**config.mk**
```make
export PLATFORM = sky130hd
export DESIGN_NAME = glyph_row_scheduler
export DESIGN_NICKNAME = d
export VERILOG_FILES = /design/src/rtl/glyph_row_scheduler.sv
export SDC_FILE = /design/constraint.sdc
export NUM_CORES = 1
export LEC_CHECK = 0
export ABC_AREA = 1
export CAP_MARGIN = 20
export CELL_PAD_IN_SITES_DETAIL_PLACEMENT = 1
export CELL_PAD_IN_SITES_GLOBAL_PLACEMENT = 1
export CORE_UTILIZATION = 37
export CTS_CLUSTER_SIZE = 20
export DETAILED_ROUTE_END_ITERATION = 10
export PLACE_DENSITY = 0.8
export SETUP_SLACK_MARGIN = 0.15
export SYNTH_ARGS = -nofsm -noshare
export SYNTH_HDL_FRONTEND = slang
export SYNTH_SLANG_ARGS = --single-unit
```
**constraint.sdc**
```tcl
create_clock -name clk_25MHz -period 1.6 [get_ports clk_25MHz]
set_input_delay 0.24 -clock clk_25MHz [delete_from_list [all_inputs] [get_ports clk_25MHz]]
set_output_delay 0.24 -clock clk_25MHz [all_outputs]
set_load 0.05 [all_outputs]
```
**src/rtl/glyph_row_scheduler.sv**
```systemverilog
// glyph_row_scheduler: fetches next-line glyph rows for eight clock slots from a shared ROM during hblank
module glyph_row_scheduler #(
    parameter int VBLOCK     = 250,
    parameter int FETCH_H    = 785,
    parameter int COMMIT_H   = 799,
    parameter int V_LAST     = 521,
    parameter int ROM_LAT    = 1,
    parameter int COLON_CODE = 10
) (
    input  logic         clk_25MHz,
    input  logic         rst,
    input  logic [9:0]   hcount,
    input  logic [9:0]   vcount,
    input  logic [7:0]   hr_bcd,
    input  logic [7:0]   min_bcd,
    input  logic [7:0]   sec_bcd,
    output logic         rom_req,
    output logic [3:0]   rom_digit,
    output logic [4:0]   rom_row,
    input  logic [19:0]  rom_data,
    output logic [159:0] slot_bits,
    output logic         line_active,
    output logic         fetch_busy,
    output logic         overrun
);
    typedef enum logic [1:0] {IDLE, ISSUE, WAIT, COMMIT} state_t;

    localparam logic [9:0] VB    = 10'(VBLOCK);
    localparam logic [9:0] VE    = 10'(VBLOCK + 31);
    localparam logic [9:0] FH    = 10'(FETCH_H);
    localparam logic [9:0] CH    = 10'(COMMIT_H);
    localparam logic [9:0] VL    = 10'(V_LAST);
    localparam logic [3:0] COLON = 4'(COLON_CODE);

    state_t                    state, state_n;
    logic [7:0]                hr, mn, sc;
    logic [0:7][3:0]           codes;
    logic [0:7][19:0]          shadow;
    logic [2:0]                k, k_n;
    logic [ROM_LAT-1:0]        vld;
    logic [ROM_LAT-1:0][2:0]   tag;
    logic [9:0]                nv;
    logic [4:0]                row;
    logic                      in_band, at_fetch, at_commit, cap_last, abort, clr;

    assign codes      = {hr[7:4], hr[3:0], COLON, mn[7:4], mn[3:0], COLON, sc[7:4], sc[3:0]};
    assign nv         = (vcount == VL) ? 10'd0 : vcount + 10'd1;
    assign in_band    = nv >= VB && nv <= VE;
    assign row        = 5'(nv - VB);
    assign at_fetch   = hcount == FH;
    assign at_commit  = hcount == CH;
    assign k_n        = (state == ISSUE) ? k + 3'd1 : 3'd0;
    assign cap_last   = vld[ROM_LAT-1] && tag[ROM_LAT-1] == 3'd7;
    assign fetch_busy = state == ISSUE || state == WAIT;
    assign abort      = at_commit && fetch_busy;
    assign clr        = state == IDLE && at_fetch && !in_band;

    // Latch the displayed time once per frame so a line never mixes two times
    always_ff @(posedge clk_25MHz or negedge rst) begin
        if (!rst) begin
            hr <= '0;
            mn <= '0;
            sc <= '0;
        end else if (hcount == 10'd0 && vcount == 10'd0) begin
            hr <= hr_bcd;
            mn <= min_bcd;
            sc <= sec_bcd;
        end
    end

    // Next-state: a late fetch is cut off at line end so the line still commits on time
    always_comb begin
        state_n = state;
        case (state)
            IDLE:    state_n = (at_fetch && in_band) ? ISSUE : IDLE;
            ISSUE:   state_n = (k == 3'd7) ? WAIT : ISSUE;
            WAIT:    state_n = cap_last ? COMMIT : WAIT;
            COMMIT:  state_n = at_commit ? IDLE : COMMIT;
            default: state_n = IDLE;
        endcase
        if (abort) state_n = IDLE;
    end

    // State register and ROM request outputs, which hold their last address when idle
    always_ff @(posedge clk_25MHz or negedge rst) begin
        if (!rst) begin
            state     <= IDLE;
            k         <= '0;
            rom_req   <= 1'b0;
            rom_digit <= '0;
            rom_row   <= '0;
        end else begin
            state   <= state_n;
            k       <= k_n;
            rom_req <= state_n == ISSUE;
            if (state_n == ISSUE) begin
                rom_digit <= codes[k_n];
                rom_row   <= row;
            end
        end
    end

    // Track outstanding reads and drop returned rows into the shadow slot they were issued for
    always_ff @(posedge clk_25MHz or negedge rst) begin
        if (!rst) begin
            vld    <= '0;
            tag    <= '0;
            shadow <= '0;
        end else begin
            if (abort) begin
                vld <= '0;
            end else begin
                vld[0] <= state == ISSUE;
                for (int i = ROM_LAT - 1; i > 0; i--) vld[i] <= vld[i-1];
            end
            tag[0] <= k;
            for (int i = ROM_LAT - 1; i > 0; i--) tag[i] <= tag[i-1];
            if (clr) shadow <= '0;
            else if (vld[ROM_LAT-1]) shadow[tag[ROM_LAT-1]] <= rom_data;
        end
    end

    // Line-end commit: publish the shadow and flag any fetch that failed to finish
    always_ff @(posedge clk_25MHz or negedge rst) begin
        if (!rst) begin
            slot_bits   <= '0;
            line_active <= 1'b0;
            overrun     <= 1'b0;
        end else begin
            if (at_commit) begin
                slot_bits   <= shadow;
                line_active <= in_band;
            end
            overrun <= overrun | abort;
        end
    end
endmodule

```
# Yosys cells after proc, flatten, opt, wreduce, memory -nomap -nowiden
# Cells that the tools add are included.
[classes] add_sub_neg=3 n_mux=17 n_reduce_logical=14 eq_ne=9 magnitude_cmp=5 bitwise_logic=3
[ops] cell="$mux 160" n=2
[ops] cell="$bwmux 160" n=1
[ops] cell="$demux 20 s3" n=1
[ops] cell="$eq 10x10->1 const B" n=3
[ops] cell="$logic_not 10->1" n=2
[ops] cell="$mux 20" n=1
[ops] cell="$bmux 4 s3" n=1
[ops] cell="$add 10x1->10 const B" n=1
[ops] cell="$ge 10x8->1 const B" n=1
[ops] cell="$le 10x9->1 const B" n=1
[ops] cell="$mux 10" n=1
[ops] cell="$ge 4x4->1 const B" n=2
[ops] cell="$logic_and 1x1->1" n=8
[ops] cell="$mux 4" n=2
[ops] cell="$not 3->4" n=2
[ops] cell="$pmux 2 s4" n=1
[ops] cell="$eq 3x3->1 const B" n=2
[ops] cell="$mux 2" n=3
[ops] cell="$sub 5x5->5 const B" n=1
[ops] cell="$eq 2x1->1 const B" n=2
[ops] cell="$eq 2x2->1 const B" n=2
[ops] cell="$lt 4x1->1 const B" n=1
[ops] cell="$add 3x1->3 const B" n=1
[ops] cell="$mux 1" n=3
[ops] cell="6 further kinds" n=6
[word_totals] word_cells=72 input_bits=66 out_inout_bits=173 regBits=365

# Depth between registers and ports, before layout
# Gate-level depths: netlist of run 1.
[logic_depth] depth_word=9 mapped_depth=16 mapped_depth_nobuf=15

# Least setup slack after synthesis of run 1
# Ideal clock, no wire load.
[synth_timing] path_type="flip-flop to flip-flop" startpoint="register state[0]" endpoint="register rom_digit[0]" synth_period_minus_slack_ns=1.812 n_path_buf=0 t_required_ns=1.481 path_slack_ns=-0.212 setup_ns=0.119 arrival_time_ns=1.693 path_stages_with_launch=8 path_cell_list="dfrtp_1 > inv_1 > ha_1 > nand4_1 > nand3_1 > nand3_1 > nand2_1 > nand2_1"
[synth_via] word_cells_on_any_way=14 cone_classes="eq/ne (4); mux (6); bitwise (1); reduce/logical (3)"
[synth_lines] item="start: declaration" line_no="35" text="state_t state, state_n;"
[synth_lines] item="start signal: assignment" line_no="93" text="state <= state_n;"
[synth_lines] item="$eq 2x1->1 or $eq 2x2->1 (tied branches)" line_no="54" text="assign fetch_busy = state == ISSUE || state == WAIT;"
[synth_lines] item="$logic_or 1x1->1 (*)" line_no="54"
[synth_lines] item="via fetch_busy" line_no="23" text="output logic fetch_busy,"
[synth_lines] item="$logic_and 1x1->1 (*)" line_no="55" text="assign abort = at_commit && fetch_busy;"
[synth_lines] item="$mux 2 (*)" line_no="81" text="if (abort) state_n = IDLE;"
[synth_lines] item="$eq 2x1->1 (*)" line_no="96" text="if (state_n == ISSUE) begin"
[synth_lines] item="end signal: assignment" line_no="97" text="rom_digit <= codes[k_n];"
[synth_lines] item="end: declaration" line_no="18" text="output logic [3:0] rom_digit,"
# Mark *: on every way through the listed nets, which the timed path passes. The rest lies on a longest branch. The select of a mux whose other input is x is not followed.
# A chain may end at the register's enable or synchronous reset.

# Worst setup path after layout of run 1
[layout_timing] startpoint="register state[1]" endpoint="output fetch_busy"
[layout_via] elab_chain_cells=2 word_cells_on_any_way=3 cone_classes="eq/ne (2); reduce/logical (1)"
[layout_rtl] item="$eq 2x1->1 or $eq 2x2->1 (tied branches)" line_no="54"
[layout_rtl] item="$logic_or 1x1->1 (*)" line_no="54"
[layout_rtl] item="end: declaration" line_no="23"
# Every way passes the cells marked *; elsewhere a longest branch is shown, timed or not.

==> flow_metrics.py, run 1 <==
metrics = {
    "run_status": {
        "status": "finished, violations left",
        "violations": "negative setup slack",
    },
    "finish": {
        "diodes": 0,
        "drive_above_1_share_pct": 32.7,
        "layout_commonest_cell": "dfrtp_1",
        "area_delta_synth_final_pct": 42.9,
        "fin_cells": 2552,
        "most-common-layout-cells": "dfrtp_1, nand2_1, o21ai_0, buf_4, inv_1",
        "fin_util_pct": 53.5,
        "final_nets": 2069,
    },
    "synthesis": {
        "syn_nets": 1733,
        "seq_area_frac_synth_pct": 59.8,
        "syn-cell-area_sq_mm": 0.0153,
        "syn_avg_cell_area_sq_um": 9.22,
        "synthCells": 1656,
        "ys_warn_count": 0,
        "synth_seq_cells": 365,
        "ys_types": 29,
    },
    "timing": {
        "period_share_pct": 111,
        "drv_slew": 0,
        "hold_viol_final": 0,
        "setup_ws_ps": -169,
        "grt_setup_unrepaired": "true",
        "maxSlewHeadroom_pct": 59.9,
        "max_freq_mhz": 565,
        "fin_skew_ps": 21.0,
        "layout_min_cycle_time_ps": 1770,
        "worst_slew_pin_slew_ps": 599,
        "setup_viol": 13,
    },
    "setup_path": {
        "critical_path.cell_chain": "inv_2, buf_6, ha_4, buf_12",
        "required_ps": 1360,
        "critPathTopFamily": "flip-flops",
        "worstPathMaxFanout": 2,
        "crit_arrival_ps": 1530,
        "worst-r2r-setup-slack_ps": -120,
        "critPathLaunch": "state[1]$_DFF_PN0_",
        "cpPeakStageDelay_ps": 370,
        "path_buf_inv": 3,
        "cp.depth": 4,
        "worstRegToRegCells": 9,
        "critical_path_class": "reg -> out",
        "crit_path_end_kind": "primary output",
        "crit_slowest_cell": "dfrtp_1",
        "cp-start-kind": "flop",
        "rr_startpoint": "state[1]$_DFF_PN0_",
    },
    "route": {
        "drc": 0,
        "ant_nets": 0,
        "dr.first_iter.drc_count": 601,
        "vias_per_cell": 5.03,
        "routed_wl_microns": 50700,
        "wl_per_cell_microns": 19.9,
        "num_vias": 12800,
        "dr.pass1.iters": 5,
    },
    "placed_design": {
        "gp_congestion": 0.799,
        "hpwl_microns": 31100,
        "io_buffers": 238,
        "placed_cells": 2435,
    },
    "flow_run": {
        "maxCapViolations": 0,
    },
    "floorplanning": {
        "coreArea_sq_mm": 0.0407,
        "die_height_microns": 205,
        "rows": 74,
        "start_util_pct": 37.5,
        "die-area_sq_mm": 0.0421,
        "die_width_microns": 205,
        "io_pins": 239,
    },
    "clock_network": {
        "clk_latency_ps": 560,
        "clk_pin_slew_worst_paths_ps": 60,
        "cts-root-buf": "clkbuf_16",
        "clock-sinks": 365,
        "h-tree-depth": 2,
        "cts_buffer_depth": 3,
        "cts_buffers": 40,
        "cts_tree": "built",
    },
    "pwr": {
        "p_clk_share_pct": 47.0,
        "p_leak_nw": 10.9,
        "combPwrFrac_pct": 5.6,
        "seq_power_share_pct": 47.3,
        "internal-power_mw": 15.2,
        "p_sw_share_pct": 23.1,
        "pwr_density_cell_mw_per_mm2": 905,
        "switching_power_mw": 4.55,
        "max-vdd-ir-drop_uv": 598,
    },
    "global_route": {
        "antenna_found_initial": 0,
        "gr-total-overflow": 0,
        "grtUsageTotal_pct": 23.3,
        "grt_first_pass_wirelength_microns": 75800,
        "grt_pass1_vias": 13700,
        "grt_max_degree": 85,
    },
    "hold_path": {
        "min_path_type": "in -> async",
    },
}
-- Yosys cell counts --
cell type  count  area share (%)
nor4b_1        1           0.057
clkbuf_1      71             1.7
nand3_2        2            0.13
nand2_2        1           0.041
buf_8          1           0.098
buf_12        10             1.3
o21bai_1       1           0.049
clkinv_1       4           0.098
nand2_1      385             9.5
dfrtp_1      365              60
nor2_2       101             4.1
buf_2          8            0.26
nand4_1       22            0.90
inv_2          2           0.049
a31oi_1        1           0.041
nor3_1         2           0.066
ha_1          11            0.90
nor4_1         2           0.082
o21ai_0      330              11
o221ai_1       1           0.057
inv_1        196             4.8
o21ai_1        4            0.13
o211ai_1       2           0.098
xor2_1         2            0.11
mux2_2        24             1.8
nand3_1       20            0.66
a21oi_1        4            0.13
nor2_1        81             2.0
a32oi_1        2            0.11
-- through the flow --
step	area (sq um)	hold WS, ps	power, mW	setup TNS (ps)	setup slack [ps]
3_3_place_gp	18600	149	10.5	-213880	-919
3_5_place_dp	18600	148	10.5	-240860	-1030
2_1_floorplan	15400	-55.6	9.78	-2030	-24.2
5_1_grt	21800	167	20.3	-3310	-217
6_report	21800	155	19.7	-1170	-169
4_1_cts	20700	118	19.8	-588	-176
-- worst reg2reg max path, delay by kind of cell, from the launching register on --
family	cells	cell delay, ps
AND/OR/NAND/NOR	6	810
flip-flops	1	370
adder cells (fa/ha/maj)	1	280
buffers and inverters	2	200
-- per-layer routing --
| metal | GRT usage, % | routed length (microns) | vias up | share of wire (%) |
|---|---|---|---|---|
| met5 | 0 | 0 | - | 0 |
| met4 | 8.04 | 1410 | 0 | 2.8 |
| met3 | 4.71 | 2670 | 94 | 5.3 |
| met2 | 40.7 | 26400 | 334 | 52 |
| met1 | 28.5 | 20300 | 6535 | 40 |
| li1 | - | - | 5886 | - |
-- logic make-up after synthesis --
logic type	count (synthesis)	share of synthesized area [%]
AO/OA/AOI/OAI	345	11.4
XOR/XNOR	2	0.115
buffers and inverters	292	8.39
multiplexers	24	1.77
flip-flops	365	59.8
AND/OR/NAND/NOR	617	17.5
adder cells (fa/ha/maj)	11	0.902
-- state kept, by name, indices dropped and copies added, names as in the netlist, 2 cells and up --
register and flops:
shadow 160, slot_bits 160, hr 8, mn 8
sc 8, rom_row 5, rom_digit 4, k 3
tag 3, state 2
-- final timing paths --
kind                                            end
max                                      fetch_busy
min                        slot_bits[4]$_DFFE_PN0N_
max reg2reg                  rom_row[4]$_DFFE_PN0N_
min reg2reg                        tag[2]$_DFF_PN0_
max in group asynchronous   shadow[129]$_DFFE_PN0P_
min in group clk_25MHz       rom_row[0]$_DFFE_PN0N_
-- power groups by stage --
stage | Sequential, mW | Combinational (mW) | Clock (mW)
after global routing | 9.33 | 1.20 | 9.78
after global placement | 9.49 | 0.977 | 0
final | 9.33 | 1.11 | 9.28
after floorplan | 9.61 | 0.178 | 0
after CTS | 9.33 | 1.06 | 9.42
after detailed placement | 9.50 | 1.01 | 0
-- timing repair --
action | in CTS | in global routing
cloned | 11 | 13
hold buffers | 1 | 0
buffers inserted | 18 | 4
hold endpoints to repair | 328 | 0
pin swaps | 47 | 39
endpoints found under the setup margin | 213 | 269
resized for setup | 154 | 229
-- cell type report --
class,count,area (sq um)
clock buffers,60,1200
clock inverters,10,115
fillers,4493,18900
inverters,202,823
multi-input cells,1001,5870
flip-flops and latches,365,9140
well taps,532,666
repair buffers,377,3910
repair inverters,5,88.8
No activity file was read; power rests on OpenSTA's default activity.
==> inputs of run 2 (changes only) <==
--- a/config.mk
+++ b/config.mk
@@ -10,7 +10,6 @@
 export CELL_PAD_IN_SITES_DETAIL_PLACEMENT = 1
 export CELL_PAD_IN_SITES_GLOBAL_PLACEMENT = 1
 export CORE_UTILIZATION = 37
-export CTS_CLUSTER_SIZE = 20
 export DETAILED_ROUTE_END_ITERATION = 10
 export PLACE_DENSITY = 0.8
 export SETUP_SLACK_MARGIN = 0.15
==> flow_metrics.py, run 2 (synthesis results as in run 1) <==
metrics = {
    "clock_network": {
        "cts_buffers": 40,
        "h-tree-depth": 2,
        "cts-root-buf": "clkbuf_16",
        "clock-sinks": 365,
        "cts_buffer_depth": 3,
        "clk_latency_ps": 580,
        "clk_pin_slew_worst_paths_ps": 60,
        "cts_tree": "built",
    },
    "pwr": {
        "p_leak_nw": 11.0,
        "p_clk_share_pct": 47.2,
        "p_sw_share_pct": 23.4,
        "pwr_density_cell_mw_per_mm2": 889,
        "switching_power_mw": 4.65,
        "max-vdd-ir-drop_uv": 561,
        "combPwrFrac_pct": 5.7,
        "internal-power_mw": 15.2,
        "seq_power_share_pct": 47.1,
    },
    "timing": {
        "grt_setup_unrepaired": "true",
        "max_freq_mhz": 567,
        "layout_min_cycle_time_ps": 1760,
        "maxSlewHeadroom_pct": 62.5,
        "period_share_pct": 110,
        "setup_ws_ps": -163,
        "hold_viol_final": 0,
        "fin_skew_ps": 24.5,
        "worst_slew_pin_slew_ps": 561,
        "setup_viol": 14,
        "drv_slew": 0,
        "whs_ps": 133,
    },
    "global_route": {
        "antenna_found_initial": 0,
        "grt_first_pass_wirelength_microns": 81800,
        "grt_pass1_vias": 14400,
        "gr-total-overflow": 0,
        "grt_max_degree": 85,
        "grtUsageMet2_pct": 44.6,
        "met1_usage_pct": 30.2,
        "busiest_layer": "met2",
        "grt_use_met3_pct": 5.31,
        "grtUsageTotal_pct": 25.4,
    },
    "setup_path": {
        "cpPeakStageDelay_ps": 370,
        "critical_path_class": "reg -> out",
        "critical_path.cell_chain": "inv_2, buf_6, ha_4, buf_12",
        "crit_slowest_cell": "dfrtp_1",
        "cp-start-kind": "flop",
        "worst-r2r-setup-slack_ps": -150,
        "crit_path_end_kind": "primary output",
        "timing.rr.end": "rom_digit[2]$_DFFE_PN0N_",
        "worstRegToRegCells": 9,
        "rr_startpoint": "state[0]$_DFF_PN0_",
        "required_ps": 1360,
        "worstPathMaxFanout": 2,
        "crit_arrival_ps": 1520,
    },
    "finish": {
        "drive_above_1_share_pct": 33.1,
        "most-common-layout-cells": "dfrtp_1, nand2_1, o21ai_0, buf_4, inv_1",
        "final_nets": 2085,
        "layout_commonest_cell": "dfrtp_1",
        "diodes": 0,
        "area_delta_synth_final_pct": 46.1,
        "reg_top3": "shadow: 160 flops, slot_bits: 160 flops",
    },
    "route": {
        "vias_per_cell": 5.10,
        "drc": 0,
        "routed_wl_microns": 53000,
        "wl_per_cell_microns": 20.6,
        "num_vias": 13100,
        "dr.first_iter.drc_count": 581,
        "dr.pass1.iters": 5,
        "ant_nets": 0,
    },
    "placed_design": {
        "place_ws_ps": -1030,
        "gp_congestion": 0.799,
        "io_buffers": 238,
        "hpwl_microns": 31100,
    },
    "floorplanning": {
        "start_util_pct": 37.5,
        "die_width_microns": 205,
        "rows": 74,
        "die-area_sq_mm": 0.0421,
        "coreArea_sq_mm": 0.0407,
        "io_pins": 239,
        "die_height_microns": 205,
    },
    "hold_path": {
        "worstHoldEndpoint": "rom_row[0]$_DFFE_PN0N_",
        "min_from": "vcount[0]",
        "holdPathStages": 5,
        "min_path_type": "in -> reg",
    },
    "run_status": {
        "status": "finished, violations left",
        "violations": "negative setup slack",
    },
    "flow_run": {
        "maxCapViolations": 0,
    },
}
-- run 2: cell type report --
type / count / area [sq um]
inverters: 202 / 810
repair buffers: 395 / 4200
multi-input cells: 1001 / 6130
well taps: 532 / 666
clock buffers: 60 / 1200
clock inverters: 10 / 115
repair inverters: 3 / 48.8
fillers: 4439 / 18400
flip-flops and latches: 365 / 9140
-- run 2: worst max-delay path by stage --
stage                             from                        to  slack, ps  cells after the start
floorplan                    vcount[0]   shadow[154]$_DFFE_PN0P_        -20                     15
global placement             vcount[0]   shadow[117]$_DFFE_PN0P_       -920                     17
detailed placement           vcount[0]   shadow[115]$_DFFE_PN0P_      -1030                     17
CTS                 state[1]$_DFF_PN0_                fetch_busy       -180                      4
global route        state[0]$_DFF_PN0_  rom_digit[2]$_DFFE_PN0N_       -270                      9
finish              state[1]$_DFF_PN0_                fetch_busy       -160                      4
-- run 2: what timing repair did --
item | 4_1_cts | 5_1_grt
setup endpoints to repair | 213 | 238
pin swaps | 115 | 105
hold buffers | 1 | 0
cloned | 19 | 3
setup buffers | 36 | 4
resized for setup | 320 | 123
endpoints found under the hold margin | 320 | 0
-- run 2: power groups by stage --
stage / registers, mW / logic, mW / clock network [mW]
after detailed placement: 9.50 / 1.01 / 0
after global routing: 9.33 / 1.22 / 9.85
after floorplan: 9.61 / 0.178 / 0
after CTS: 9.33 / 1.07 / 9.42
final: 9.34 / 1.13 / 9.37
after global placement: 9.49 / 0.977 / 0
-- run 2: metrics by stage --
step / util, % / cell area [sq um] / instances / total power, mW / setup TNS [ps]
2_1_floorplan: - / 15400 / 1656 / 9.78 / -2030
3_3_place_gp: 45.6 / 18600 / 2435 / 10.5 / -213880
3_5_place_dp: 45.6 / 18600 / 2435 / 10.5 / -240860
4_1_cts: 53.5 / 21800 / 2561 / 19.8 / -588
5_1_grt: 54.7 / 22300 / 2568 / 20.4 / -9250
6_report: 54.7 / 22300 / 2568 / 19.8 / -1150
-- run 2: critical path, delay by kind of cell (launching register included) --
family | cells | cell delay, ps
buf+inv | 3 | 310
flops | 1 | 370
fa+ha+maj | 1 | 280
-- run 2: layer usage --
metal | vias to the layer above | wire [microns]
met5 | - | 0
met4 | 0 | 1620
met3 | 111 | 2630
met2 | 330 | 27800
met1 | 6727 | 21000
li1 | 5924 | -
==> inputs of run 3 (changes only) <==
--- a/config.mk
+++ b/config.mk
@@ -9,9 +9,11 @@
 export CAP_MARGIN = 20
 export CELL_PAD_IN_SITES_DETAIL_PLACEMENT = 1
 export CELL_PAD_IN_SITES_GLOBAL_PLACEMENT = 1
-export CORE_UTILIZATION = 37
+export CORE_UTILIZATION = 38
+export CTS_BUF_LIST = sky130_fd_sc_hd__clkbuf_4
 export DETAILED_ROUTE_END_ITERATION = 10
-export PLACE_DENSITY = 0.8
+export MAX_ROUTING_LAYER = met4
+export PLACE_DENSITY = 0.82
 export SETUP_SLACK_MARGIN = 0.15
 export SYNTH_ARGS = -nofsm -noshare
 export SYNTH_HDL_FRONTEND = slang
==> flow_metrics.py, run 3 (synthesis results as in run 1) <==
metrics = {
    "run_status": {
        "status": "finished, violations left",
        "violations": "negative setup slack",
    },
    "global_route": {
        "grt_pass1_vias": 15100,
        "gr-total-overflow": 0,
        "antenna_found_initial": 1,
        "grt_max_degree": 73,
        "grt_first_pass_wirelength_microns": 83200,
        "grtUsageTotal_pct": 27.1,
    },
    "floorplanning": {
        "die_height_microns": 202,
        "start_util_pct": 38.5,
        "coreArea_sq_mm": 0.0396,
        "die-area_sq_mm": 0.0410,
        "io_pins": 239,
        "rows": 73,
        "die_width_microns": 202,
    },
    "placed_design": {
        "gp_congestion": 0.815,
        "hpwl_microns": 30400,
        "placed_cells": 2428,
        "io_buffers": 238,
    },
    "hold_path": {
        "min_path_type": "in -> reg",
        "worstHoldEndpoint": "mn[3]$_DFFE_PN0P_",
        "holdPathStages": 2,
        "min_from": "min_bcd[3]",
    },
    "setup_path": {
        "rr_startpoint": "state[1]$_DFF_PN0_",
        "cp-start-kind": "flop",
        "required_ps": 1360,
        "critical_path.cell_chain": "inv_2, buf_6, ha_4, buf_12",
        "timing.rr.end": "rom_digit[3]$_DFFE_PN0N_",
        "crit_arrival_ps": 1790,
        "crit_path_end_kind": "primary output",
        "critPathTopFamily": "flip-flops",
        "path_buf_inv": 3,
        "worstPathMaxFanout": 2,
        "worstRegToRegCells": 14,
        "cpPeakStageDelay_ps": 370,
        "critical_path_class": "reg -> out",
        "crit_slowest_cell": "dfrtp_1",
        "worst-r2r-setup-slack_ps": -330,
    },
    "timing": {
        "finalSetupTns_ps": -6430,
        "period_share_pct": 127,
        "setup_ws_ps": -431,
        "worst_slew_pin_slew_ps": 718,
        "max_freq_mhz": 492,
        "layout_min_cycle_time_ps": 2030,
        "maxSlewHeadroom_pct": 52.0,
        "drv_slew": 0,
        "grt_setup_unrepaired": "true",
        "setup_viol": 113,
        "fin_skew_ps": 63.7,
        "hold_viol_final": 0,
    },
    "finish": {
        "fillCellCount": 4297,
        "fin_util_pct": 59.0,
        "area_delta_synth_final_pct": 53.3,
        "layout_commonest_cell": "dfrtp_1",
        "final_nets": 2261,
        "multiInputGateArea_sq_mm": 0.00588,
        "drive_above_1_share_pct": 40.7,
        "regArea_sq_mm": 0.00914,
        "most-common-layout-cells": "dfrtp_1, nand2_1, o21ai_0, buf_4, buf_6",
        "reg_top3": "shadow: 160 flops, slot_bits: 160 flops",
        "fin_cells": 2776,
    },
    "route": {
        "routed_wl_microns": 64600,
        "ant_nets": 0,
        "dr.pass1.iters": 5,
        "drc": 0,
        "dr.first_iter.drc_count": 745,
        "vias_per_cell": 5.28,
        "num_vias": 14700,
        "wl_per_cell_microns": 23.3,
    },
    "pwr": {
        "p_sw_share_pct": 26.4,
        "internal-power_mw": 14.4,
        "max-vdd-ir-drop_uv": 652,
        "p_leak_nw": 11.9,
        "pwr_density_cell_mw_per_mm2": 839,
        "switching_power_mw": 5.18,
        "combPwrFrac_pct": 6.3,
        "p_clk_share_pct": 46.2,
        "seq_power_share_pct": 47.5,
    },
    "clock_network": {
        "clk_pin_slew_worst_paths_ps": 80,
        "clock-sinks": 365,
        "clk_latency_ps": 830,
        "cts-root-buf": "clkbuf_4",
        "cts_tree": "built",
        "cts_buffers": 99,
        "cts_buffer_depth": 3,
        "h-tree-depth": 3,
    },
    "flow_run": {
        "maxCapViolations": 0,
    },
}
run 3: changes by cell type in the layout (fill, tap and decap cells not counted), moves of 28 or more:
cell | before | now
nor2_4 | 151 | 44
nor2_1 | 14 | 50
o21ai_1 | 30 | 69
buf_4 | 224 | 193
o21ai_0 | 299 | 210
o21ai_2 | 5 | 39
clkbuf_16 | 43 | 15
clkbuf_4 | 1 | 150
buf_6 | 47 | 190
nor2_2 | 17 | 88
run 3: layer usage:
metal / wire (microns) / global-route usage [%] / vias up
met1: 23700 / 30.9 / 7441
met4: 3710 / 13.4 / 0
met3: 3930 / 6.06 / 267
met2: 33300 / 45.0 / 623
li1: - / - / 6329
met5: 0 / - / -
run 3: how the worst max path moves through the flow:
stage / from / to / slack [ps] / cells past startpoint
detailed placement: vcount[1] / shadow[139]$_DFFE_PN0P_ / -940 / 16
floorplan: vcount[0] / shadow[154]$_DFFE_PN0P_ / -20 / 15
global route: state[1]$_DFF_PN0_ / fetch_busy / -510 / 4
CTS: state[1]$_DFF_PN0_ / fetch_busy / -450 / 4
global placement: vcount[1] / shadow[156]$_DFFE_PN0P_ / -890 / 16
finish: state[1]$_DFF_PN0_ / fetch_busy / -430 / 4
run 3: layout make-up:
class	instances	area share (%)
multi-input combinational	1000	25.1
tap	525	2.81
sequential	365	39.0
clock inverter	17	0.615
antenna	1	0.0107
timing repair inverter	3	0.326
timing repair buffer	513	23.8
inverter	202	3.45
clock buffer	150	4.81
run 3: power by group through the flow:
stage	Combinational, mW	Clock (mW)	Sequential, mW
2_1_floorplan	0.178	0	9.61
3_5_place_dp	1.02	0	9.50
3_3_place_gp	0.989	0	9.50
5_1_grt	1.32	9.63	9.33
4_1_cts	1.09	8.83	9.33
6_report	1.23	9.07	9.33
run 3: worst register-to-register path: cells and delay by family, from the launching register on:
| kind | cells | cell delay [ps] |
|---|---|---|
| compound gates | 2 | 190 |
| fa+ha+maj | 1 | 160 |
| buf+inv | 7 | 640 |
| flops | 1 | 400 |
| simple gates | 4 | 470 |
run 3: stage by stage:
stage | total power [mW] | area (sq um) | setup slack, ps | hold slack, ps
6_report | 19.6 | 23400 | -431 | 49.7
5_1_grt | 20.3 | 23400 | -515 | -0.0417
4_1_cts | 19.3 | 21400 | -448 | 1.65
3_5_place_dp | 10.5 | 18600 | -937 | 154
3_3_place_gp | 10.5 | 18600 | -893 | 149
2_1_floorplan | 9.78 | 15400 | -24.2 | -55.6
run 3: repair_timing:
action	CTS	global route
pin swaps	20	84
buffers inserted	73	74
setup endpoints to repair	344	355
resized for setup	249	350
gates cloned	6	19
hold endpoints to repair	371	0
hold buffers	8	0
